$ cat src/rtl/counter_monitor.sv
// Step checker for an 8-bit counter presented as eight 1-bit inputs: confirms the value
// advances by +1 mod 256 (or optionally holds) and reports lock, mismatch and wrap events.
module counter_monitor #(
  parameter int unsigned LOCK_COUNT = 4,
  parameter bit          ALLOW_HOLD = 1'b1
) (
  input  logic        CLK,
  input  logic        RESET,
  input  logic        C0,
  input  logic        C1,
  input  logic        C2,
  input  logic        C3,
  input  logic        C4,
  input  logic        C5,
  input  logic        C6,
  input  logic        C7,
  output logic        LOCKED,
  output logic        MISMATCH,
  output logic        WRAP,
  output logic [7:0]  ERR_COUNT,
  output logic [15:0] WRAP_COUNT,
  output logic [7:0]  LAST
);

  typedef enum logic [1:0] {ST_SYNC, ST_ACQ, ST_LOCK} state_t;
  typedef enum logic [1:0] {CL_INC, CL_HOLD, CL_BAD} cls_t;

  localparam logic [3:0] LC = LOCK_COUNT[3:0];

  function automatic logic [7:0] sat_inc8(input logic [7:0] x);
    return (x == 8'hFF) ? x : x + 8'd1;
  endfunction

  logic [7:0]  w_v;
  logic        w_inc;
  logic        w_hold;
  logic        w_wrap_step;
  logic [3:0]  w_run_nxt;
  cls_t        w_cls;

  logic [7:0]  r_cur_p0;
  logic [7:0]  r_prev_p0;
  logic [1:0]  r_vcnt;
  state_t      r_state;
  logic [3:0]  r_run;
  logic        r_locked;
  logic        r_mismatch;
  logic        r_wrap;
  logic [7:0]  r_err_cnt;
  logic [15:0] r_wrap_cnt;

  assign w_v         = {C7, C6, C5, C4, C3, C2, C1, C0};
  assign w_inc       = (r_cur_p0 == r_prev_p0 + 8'd1);
  assign w_hold      = (r_cur_p0 == r_prev_p0);
  assign w_wrap_step = w_inc && (r_prev_p0 == 8'hFF);
  assign w_run_nxt   = r_run + 4'd1;

  // Unknown compare results fall through to CL_BAD, keeping X out of the FSM.
  always_comb begin
    w_cls = CL_BAD;
    if (w_inc)
      w_cls = CL_INC;
    else if (w_hold && ALLOW_HOLD)
      w_cls = CL_HOLD;
  end

  // Stage p0: capture and classification share the clock edge; all flags registered here.
  always_ff @(posedge CLK) begin
    if (RESET) begin
      r_cur_p0   <= 8'h00;
      r_prev_p0  <= 8'h00;
      r_vcnt     <= 2'd0;
      r_state    <= ST_SYNC;
      r_run      <= 4'd0;
      r_locked   <= 1'b0;
      r_mismatch <= 1'b0;
      r_wrap     <= 1'b0;
      r_err_cnt  <= 8'h00;
      r_wrap_cnt <= 16'h0000;
    end else begin
      r_cur_p0   <= w_v;
      r_prev_p0  <= r_cur_p0;
      r_mismatch <= 1'b0;
      r_wrap     <= 1'b0;
      if (r_vcnt != 2'd2)
        r_vcnt <= r_vcnt + 2'd1;
      case (r_state)
        ST_SYNC: begin
          if (r_vcnt != 2'd0)
            r_state <= ST_ACQ;
        end
        ST_ACQ: begin
          case (w_cls)
            CL_INC: begin
              if (w_run_nxt == LC) begin
                r_state  <= ST_LOCK;
                r_locked <= 1'b1;
                r_run    <= 4'd0;
              end else begin
                r_run <= w_run_nxt;
              end
            end
            CL_HOLD: ;
            default: r_run <= 4'd0;
          endcase
        end
        ST_LOCK: begin
          case (w_cls)
            CL_INC: begin
              if (w_wrap_step) begin
                r_wrap     <= 1'b1;
                r_wrap_cnt <= r_wrap_cnt + 16'd1;
              end
            end
            CL_HOLD: ;
            default: begin
              r_mismatch <= 1'b1;
              r_err_cnt  <= sat_inc8(r_err_cnt);
              r_locked   <= 1'b0;
              r_run      <= 4'd0;
              r_state    <= ST_ACQ;
            end
          endcase
        end
        default: r_state <= ST_SYNC;
      endcase
    end
  end

  assign LOCKED     = r_locked;
  assign MISMATCH   = r_mismatch;
  assign WRAP       = r_wrap;
  assign ERR_COUNT  = r_err_cnt;
  assign WRAP_COUNT = r_wrap_cnt;
  assign LAST       = r_cur_p0;

endmodule

$ cat config.mk
export PLATFORM = sky130hd
export DESIGN_NAME = counter_monitor
export DESIGN_NICKNAME = d
export VERILOG_FILES = /design/src/rtl/counter_monitor.sv
export SDC_FILE = /design/constraint.sdc
export NUM_CORES = 1
export LEC_CHECK = 0
export CAP_MARGIN = 20
export CORE_UTILIZATION = 59
export CTS_BUF_LIST = sky130_fd_sc_hd__clkbuf_8
export CTS_CLUSTER_SIZE = 24
export DETAILED_ROUTE_END_ITERATION = 8
export PLACE_DENSITY = 0.85
export SLEW_MARGIN = 20
export SYNTH_ARGS = -nofsm -noshare
export SYNTH_HDL_FRONTEND = slang
export SYNTH_SLANG_ARGS = --single-unit
export TNS_END_PERCENT = 1
$ cat constraint.sdc
create_clock -name CLK -period 6.7 [get_ports CLK]
set_clock_uncertainty 0.05 [all_clocks]
set_input_delay 1.34 -clock CLK [delete_from_list [all_inputs] [get_ports CLK]]
set_output_delay 1.34 -clock CLK [all_outputs]
set_load 0.02 [all_outputs]
==> Word level (Yosys, flattened, before mapping) <==
Cells that the tools add are included.
Widths: inputs -> output; s select.
{ "totals": {"reg_bits": 51, "input_bits": 10, "out_inout_bits": 35, "word_cells": 63} }
{ "classes": {"addsub": 5, "eq_ne": 14, "mux": 17, "bitwise": 4, "n_reduce_logical": 13} }
{ "ops": {"columns": ["op", "n"], "rows": [
  ["$add 16x1->16 const B", 1],
  ["$add 8x1->8 const B", 2],
  ["$eq 8x8->1", 2],
  ["$eq 8x8->1 const B", 2],
  ["$pmux 4 s2", 2],
  ["$mux 2", 6],
  ["$ne 2x2->1 const B", 6],
  ["$reduce_and 3->1", 3],
  ["$mux 4", 2],
  ["$reduce_and 4->1", 2],
  ["$pmux 2 s3", 1],
  ["$mux 1", 5],
  ["$add 4x1->4 const B", 1],
  ["$eq 2x1->1 const B", 2],
  ["$eq 4x3->1 const B", 1],
  ["$logic_not 2->1", 2],
  ["$not 1->1", 4],
  ["$reduce_bool 2->1", 2],
  ["$reduce_or 2->1", 2],
  ["$reduce_or 3->1", 1],
  ["$add 2x1->2 const B", 1],
  ["$eq 2x2->1 const B", 1],
  ["$pmux 1 s2", 1],
  ["$logic_and 1x1->1", 1]
]} }

==> Depth between registers and ports, before layout <==
Gate-level depths: netlist (run 1).
{ "depth": {"ltp_word": 7, "mapped_depth": 9, "depth_no_buf": 7} }

==> Least setup slack after synthesis (run 1) <==
OpenSTA, ideal clock, no wires.
{ "synth_timing": {"path_type": "flip-flop to flip-flop", "from": "register r_prev_p0[0]", "to": "register r_err_cnt[0] (netlist: ERR_COUNT[0])", "setup_ns": 0.121, "arrival_time_ns": 2.152, "required_time_ns": 6.529, "slack_ns": 4.377, "stages_incl_launch_ff": 9, "path_buffers": 1, "synth_period_minus_slack_ns": 2.323, "path_cell_list": "dfxtp_1 ha_1 buf_2 o21ba_2 a221oi_1 nor2_1 nor4_4 nor3_1 mux2_2"} }
{ "synth_via": {"elab_chain_cells": 7, "elab_cells_between_ends": 10, "classes_between": "add/sub: 1; eq/ne: 3; mux: 2; bitwise: 1; reduce/logical: 3"} }
{ "synth_rtl": {"columns": ["element", "line_no", "text"], "rows": [
  ["from (decl)", "42", "logic [7:0] r_prev_p0;"],
  ["from (signal assigned)", "82", "r_prev_p0 <= r_cur_p0;"],
  ["$add 8x1->8 / $eq 8x8->1 (equally long branches)", "53, 54", null],
  ["$eq 8x8->1 / $mux 2 (equally long branches)", "53, 63", null],
  ["$mux 2 (*)", "61", "if (w_inc)"],
  ["$eq 2x1->1 / $logic_not 2->1 (equally long branches)", "108", "case (w_cls)"],
  ["$reduce_or 2->1 (no source line) (*)", null, null],
  ["$not 1->1 (no source line) (*)", null, null],
  ["$reduce_and 3->1 (no source line) (*)", null, null],
  ["to (signal assigned)", "118", "r_err_cnt <= sat_inc8(r_err_cnt);"],
  ["to (decl)", "49", "logic [7:0] r_err_cnt;"]
]} }
Mark *: on every way between the ends. The rest lies on a longest branch, timed or not.
A chain may end at the register's enable or synchronous reset.

==> Worst setup path in the final report (run 1) <==
{ "layout_timing": {"from": "register r_prev_p0[1]", "to": "register r_err_cnt[0] (netlist: ERR_COUNT[0])"} }
The elaborated chain is that of the path after synthesis.

==> qor.yml, run 1 <==
drt_iter0_drc: 177
ys_ff_latch: 51
syn_nets: 308
final_layout_size_suffix_gt1_frac: 0.0973
nFillCells: 289
cts_buffers: 5
diodes: 0
synthDistinctLibCells: 48
htreeDepth: 2
post_cts_buffers: 0
die_y_um: 68.2
critPathMaxFanout: 19
synthCells: 291
finalWirelength_um: 5390
layout_common_cells: "dfxtp_1 (51), clkdlybuf4s50_1 (43), nor2b_1 (22)"
whs_ns: 0.452
grt_pass1_wl_um: 8720
ant_nets: 0
clockBufferDepth: 2
cts_resized: 0
crit_type: "reg -> reg"
relSlewSlack: 0.412
grt.overflow.total: 0
yosysWarnings: 0
synthToLayoutAreaGrowth_pct: 21.0
status: "completed"
gp_congestion: 0.865
critPathMaxStageDelay_ns: 0.73
ir_worst_vdd_uv: 145
regArea_um2: 1020
chipWidth_um: 68.2
holdCritPathClass: "reg -> reg"
worstMarginPinSlew_ns: 0.882
drv_slew: 0
final-hold-violation-count: 0
vias: 2217
drtPass1Iterations: 4
multi_input_area_um2: 1440
crit_path_end_kind: "flip-flop"
layout.nets: 345
cts_root_buffer: "clkbuf_8"
io_pins: 45
yosys-top-cells-area: "dfxtp_1 (39%), nor2b_1 (5.3%), a31o_2 (3.7%)"
first_global_vias: 1903
maxCapViolCount: 0
min_period_ns: 2.89
leakage_nw: 1.13
num_rows: 23
grt_setup_unrepaired: "no"
avgRoutedWirePerCell_um: 14.2
grt_max_degree: 52
placed_area_um2: 3030
final-setup-viol-count: 0
fmax_mhz: 346
crit_arrival_ns: 3.04
dp_hpwl_um: 3730
clk_pin_slew_ns: 0.10
portBuffers: 44
antenna_found_initial: 0
die_area_um2: 4650
fin_tns_setup_ns: 0
fin_crit_sh: 0.431
clock_sinks: 51
yosys.area.top_type_share: 0.395
coreArea_um2: 4120
postLayoutCellArea_um2: 3130
yosysTopAreaCell: "dfxtp_1"
initial_utilization: 0.628
clk_latency_ns: 0.31
via_per_inst: 5.85
synth_area_um2: 2590
crit_buf_inv: 0
crit_chain: "ha_1 -> nand3b_1 -> a221oi_1 -> nor2_1 -> nor4_4 -> nor3_1 -> mux2_2"
cp_slowest_cell: "nor4_4"
grt_usage: 0.251
cts_tree: "built"
route.detailed.drc: 0
cts_hold_buf: 0
final_common_cell: "dfxtp_1"
seq_area_frac_synth: 0.395
crit_family: "simple AND/OR/NAND/NOR gates"
power.density_nw_per_um2: 193
worst_setup_path_start_kind: "flip-flop"
synth_area_per_cell_um2: 8.89
critical_path_required_ns: 6.85
where the power goes:
group	switching, mW	total, mW	internal, mW
Sequential	0.0133	0.329	0.315
Clock	0.101	0.195	0.0941
Combinational	0.0418	0.0797	0.0379
metrics by stage:
step                std cells  total power [mW]  utilization  setup slack, ns
CTS                       379             0.605        0.761             3.85
global route              379             0.628        0.761             3.58
finish                    379             0.603        0.761             3.81
global placement          371             0.408        0.735             3.77
floorplan                 291             0.390            -             4.38
detailed placement        371             0.410        0.735             3.72
Yosys cell counts (all sizes together):
master	count
nor3b	1
ha	7
and3	8
o211ai	1
o2bb2ai	1
dfxtp	51
clkbuf	10
mux2i	3
a22oi	1
buf	5
nand2	16
nand3b	4
a32o	1
and4	1
nand3	11
nor2b	22
a31o	11
o2111ai	1
nor2	19
o41ai	2
mux2	4
a21bo	1
xor2	10
nor3	4
and2	6
o21a	1
a41o	2
nor4b	1
or4	2
inv	17
nand4	14
nand4b	3
o21ba	1
a22o	2
o31ai	3
xnor2	7
a21oi	18
a311o	1
a221oi	1
o311a	1
nand2b	2
nor4	7
o21ai	3
or3	4
kinds of logic after synthesis:
logic type / Yosys count / synth area share
compound gates: 52 / 0.149
simple gates: 125 / 0.281
fa+ha+maj: 7 / 0.0339
flops: 51 / 0.395
xor+xnor: 17 / 0.0605
buf+inv: 32 / 0.0522
mux: 7 / 0.0290
final timing paths:
kind         slack [ns]  cells past startpoint      endpoint         start
max reg2reg        3.81                      7  ERR_COUNT[0]  r_prev_p0[1]
min reg2reg        0.45                      1  r_prev_p0[4]       LAST[4]
max                3.81                      7  ERR_COUNT[0]  r_prev_p0[1]
min                0.45                      1  r_prev_p0[4]       LAST[4]
registers in the layout, summed over array words and instances (netlist names), 2 cells and up:
register,cells
WRAP_COUNT,16
ERR_COUNT,8
LAST,8
r_prev_p0,8
r_run,4
r_state,2
r_vcnt,2
worst register-to-register path: cells and delay by family, from the launching register on:
| family | cells | cell delay (ns) |
|---|---|---|
| multiplexers | 1 | 0.32 |
| AND/OR/NAND/NOR | 4 | 1.26 |
| flip-flops | 1 | 0.45 |
| AO/OA/AOI/OAI | 1 | 0.34 |
| adder cells (fa/ha/maj) | 1 | 0.36 |
layout make-up:
type | count | share of cell area
clock buffers | 7 | 0.0308
clock inverters | 1 | 0.00240
inverters | 17 | 0.0204
multi-input cells | 208 | 0.459
flip-flops and latches | 51 | 0.326
well taps | 50 | 0.0200
repair buffers | 45 | 0.141
metal layers:
| metal | GRT usage | part of all wire | routed length, µm | up-vias |
|---|---|---|---|---|
| met4 | 0.0990 | 0.020 | 107 | 0 |
| li1 | - | - | - | 1119 |
| met2 | 0.400 | 0.47 | 2520 | 61 |
| met3 | 0.0483 | 0.044 | 236 | 11 |
| met1 | 0.331 | 0.47 | 2530 | 1026 |
| met5 | 0 | 0 | 0 | - |
No activity file was read; power rests on OpenSTA's default activity.
==> run 2, diff against run 1 <==
CORE_UTILIZATION = 55   (was 59)
PLACE_DENSITY = 0.8   (was 0.85)
clock period = 2.7 ns   (was 6.7 ns; I/O delays follow)
==> run 2 against run 1 <==
Against the previous run: the flow now finishes with violations (DRC); largest cell class unchanged; register-to-register slack lost 3.6 ns; sequential share of layout area decreased by 0.39 points; critical path type unchanged; global-route usage down 2.4 points.
==> qor.yml, run 2 (synthesis results as in run 1) <==
portBuffers: 44  # unchanged
p_switching_mw: 0.361  # +130%
cts_buffers: 5  # unchanged
r2r_end: "LOCKED"
leakage_nw: 1.16  # +3.2%
final_layout_size_suffix_gt1_frac: 0.107  # +0.00988
cts_tree: "built"
maxCapViolCount: 0  # unchanged
layout.nets: 352  # +2.0%
chipWidth_um: 70.6  # +3.5%
gp_congestion: 0.856  # -1.0%
grt_pass1_wl_um: 9020  # +3.4%
status: "finished with violations"
cts_resized: 0  # unchanged
avgRoutedWirePerCell_um: 13.0  # -8.5%
worst_setup_path_start_kind: "flip-flop"
layout_common_cells: "dfxtp_1 (51), clkdlybuf4s50_1 (44), nor2b_1 (22)"
final_common_cell: "dfxtp_1"
postLayoutCellArea_um2: 3170  # +1.2%
crit_type: "reg -> reg"
cts_hold_buf: 0  # unchanged
vias: 2230  # +0.59%
critical_path_required_ns: 2.85  # -4.00 ns
power.density_nw_per_um2: 447  # +130%
power_frac_comb: 0.138  # +0.006
holdCritPathClass: "reg -> reg"
finalWirelength_um: 5050  # -6.3%
grt_max_degree: 24  # -54%
relSlewSlack: 0.590  # +0.178
worstMarginPinSlew_ns: 0.610  # -0.272 ns
clock_sinks: 51  # unchanged
seqPwrFrac: 0.573  # +0.028
fmax_mhz: 396  # +15%
die_y_um: 70.6  # +3.5%
r2r_slack_ns: 0.18  # -3.63 ns
diodes: 0  # unchanged
cts_root_buffer: "clkbuf_8"
clk_latency_ns: 0.30  # about the same
htreeDepth: 2  # unchanged
r2r_start: "r_prev_p0[0]"
critPathMaxFanout: 19  # unchanged
first_global_vias: 2025  # +6.4%
crit_path_end: "LOCKED"
drv_slew: 0  # unchanged
grt.overflow.total: 0  # unchanged
dp_hpwl_um: 3770  # +1.2%
antenna_found_initial: 0  # unchanged
synthToLayoutAreaGrowth_pct: 22.5
final-setup-viol-count: 0  # unchanged
coreArea_um2: 4440  # +8.0%
p_int_mw: 1.05  # +140%
placed_area_um2: 3090  # +2.0%
violations: "DRC"
die_area_um2: 4980  # +7.1%
min_period_ns: 2.52  # -0.367 ns
grt_setup_unrepaired: "no"
via_per_inst: 5.75  # -1.7%
ant_nets: 0  # unchanged
route.detailed.drc: 11  # +11
clockPowerShare: 0.288  # -0.035
cp-startpoint: "r_prev_p0[0]"
io_pins: 45  # unchanged
clk_pin_slew_ns: 0.08  # -0.02 ns
ir_worst_vdd_uv: 277  # +91%
post_cts_buffers: 0  # unchanged
drt_iter0_drc: 113  # -36%
initial_utilization: 0.582  # -0.0465
fin_crit_sh: 0.935  # +0.503
largest_reg_flops: 16  # unchanged
fin_tns_setup_ns: 0  # unchanged
drtPass1Iterations: 6  # +2
clockBufferDepth: 2  # unchanged
reg2reg_depth: 8  # +1
num_rows: 24  # +4.3%
crit_path_end_kind: "flip-flop"
switching_share: 0.255  # -0.00356
crit_arrival_ns: 2.67  # -0.37 ns
grt_usage: 0.226  # -0.0244
final-hold-violation-count: 0  # unchanged
## run 2: worst max-delay path: stages (launching register included)
cell	delay (ns)
dfxtp_1	0.36
ha_1	0.33
xnor2_1	0.16
a221oi_1	0.10
nor2_1	0.43
nor4_4	0.07
buf_4	0.21
or3_1	0.43
a32o_1	0.28
## run 2: layout make-up
type                            instances  area, µm²
Multi-Input combinational cell        208       1440
Tap cell                               52       65.1
Clock inverter                          3       12.5
Clock buffer                            5       68.8
Sequential cell                        51       1020
Fill cell                             362       1280
Inverter                               17       63.8
Timing Repair Buffer                   52        500
## run 2: worst min-delay path by stage
stage / from / end / cells past startpoint
floorplan: r_vcnt[0] / r_vcnt[0] / 2
global placement: LAST[4] / r_prev_p0[4] / 1
detailed placement: LAST[0] / r_prev_p0[0] / 1
CTS: ERR_COUNT[5] / ERR_COUNT[5] / 2
global route: ERR_COUNT[5] / ERR_COUNT[5] / 2
finish: ERR_COUNT[5] / ERR_COUNT[5] / 2
## run 2: power groups by stage
stage	Clock, mW	Sequential, mW	Combinational (mW)
2_1_floorplan	0	0.830	0.136
3_3_place_gp	0	0.827	0.191
3_5_place_dp	0	0.829	0.195
4_1_cts	0.420	0.811	0.197
5_1_grt	0.454	0.817	0.219
6_report	0.408	0.812	0.196
## run 2: per-stage QoR
| step | util | std cells | worst slack (ns) | total power [mW] | hold slack (ns) |
|---|---|---|---|---|---|
| 2_1_floorplan | - | 291 | 0.377 | 0.967 | 0.429 |
| 3_3_place_gp | 0.695 | 380 | 0.260 | 1.02 | 0.431 |
| 3_5_place_dp | 0.695 | 380 | 0.217 | 1.02 | 0.437 |
| 4_1_cts | 0.713 | 388 | 0.198 | 1.43 | 0.450 |
| 5_1_grt | 0.713 | 388 | 0.0213 | 1.49 | 0.470 |
| 6_report | 0.713 | 388 | 0.176 | 1.42 | 0.446 |
## run 2: routing by layer
layer,global-route usage,part of all wire,vias up
li1,-,-,1130
met1,0.298,0.47,1053
met4,0.0800,0.016,0
met5,0,0,-
met2,0.369,0.48,40
met3,0.0513,0.033,7
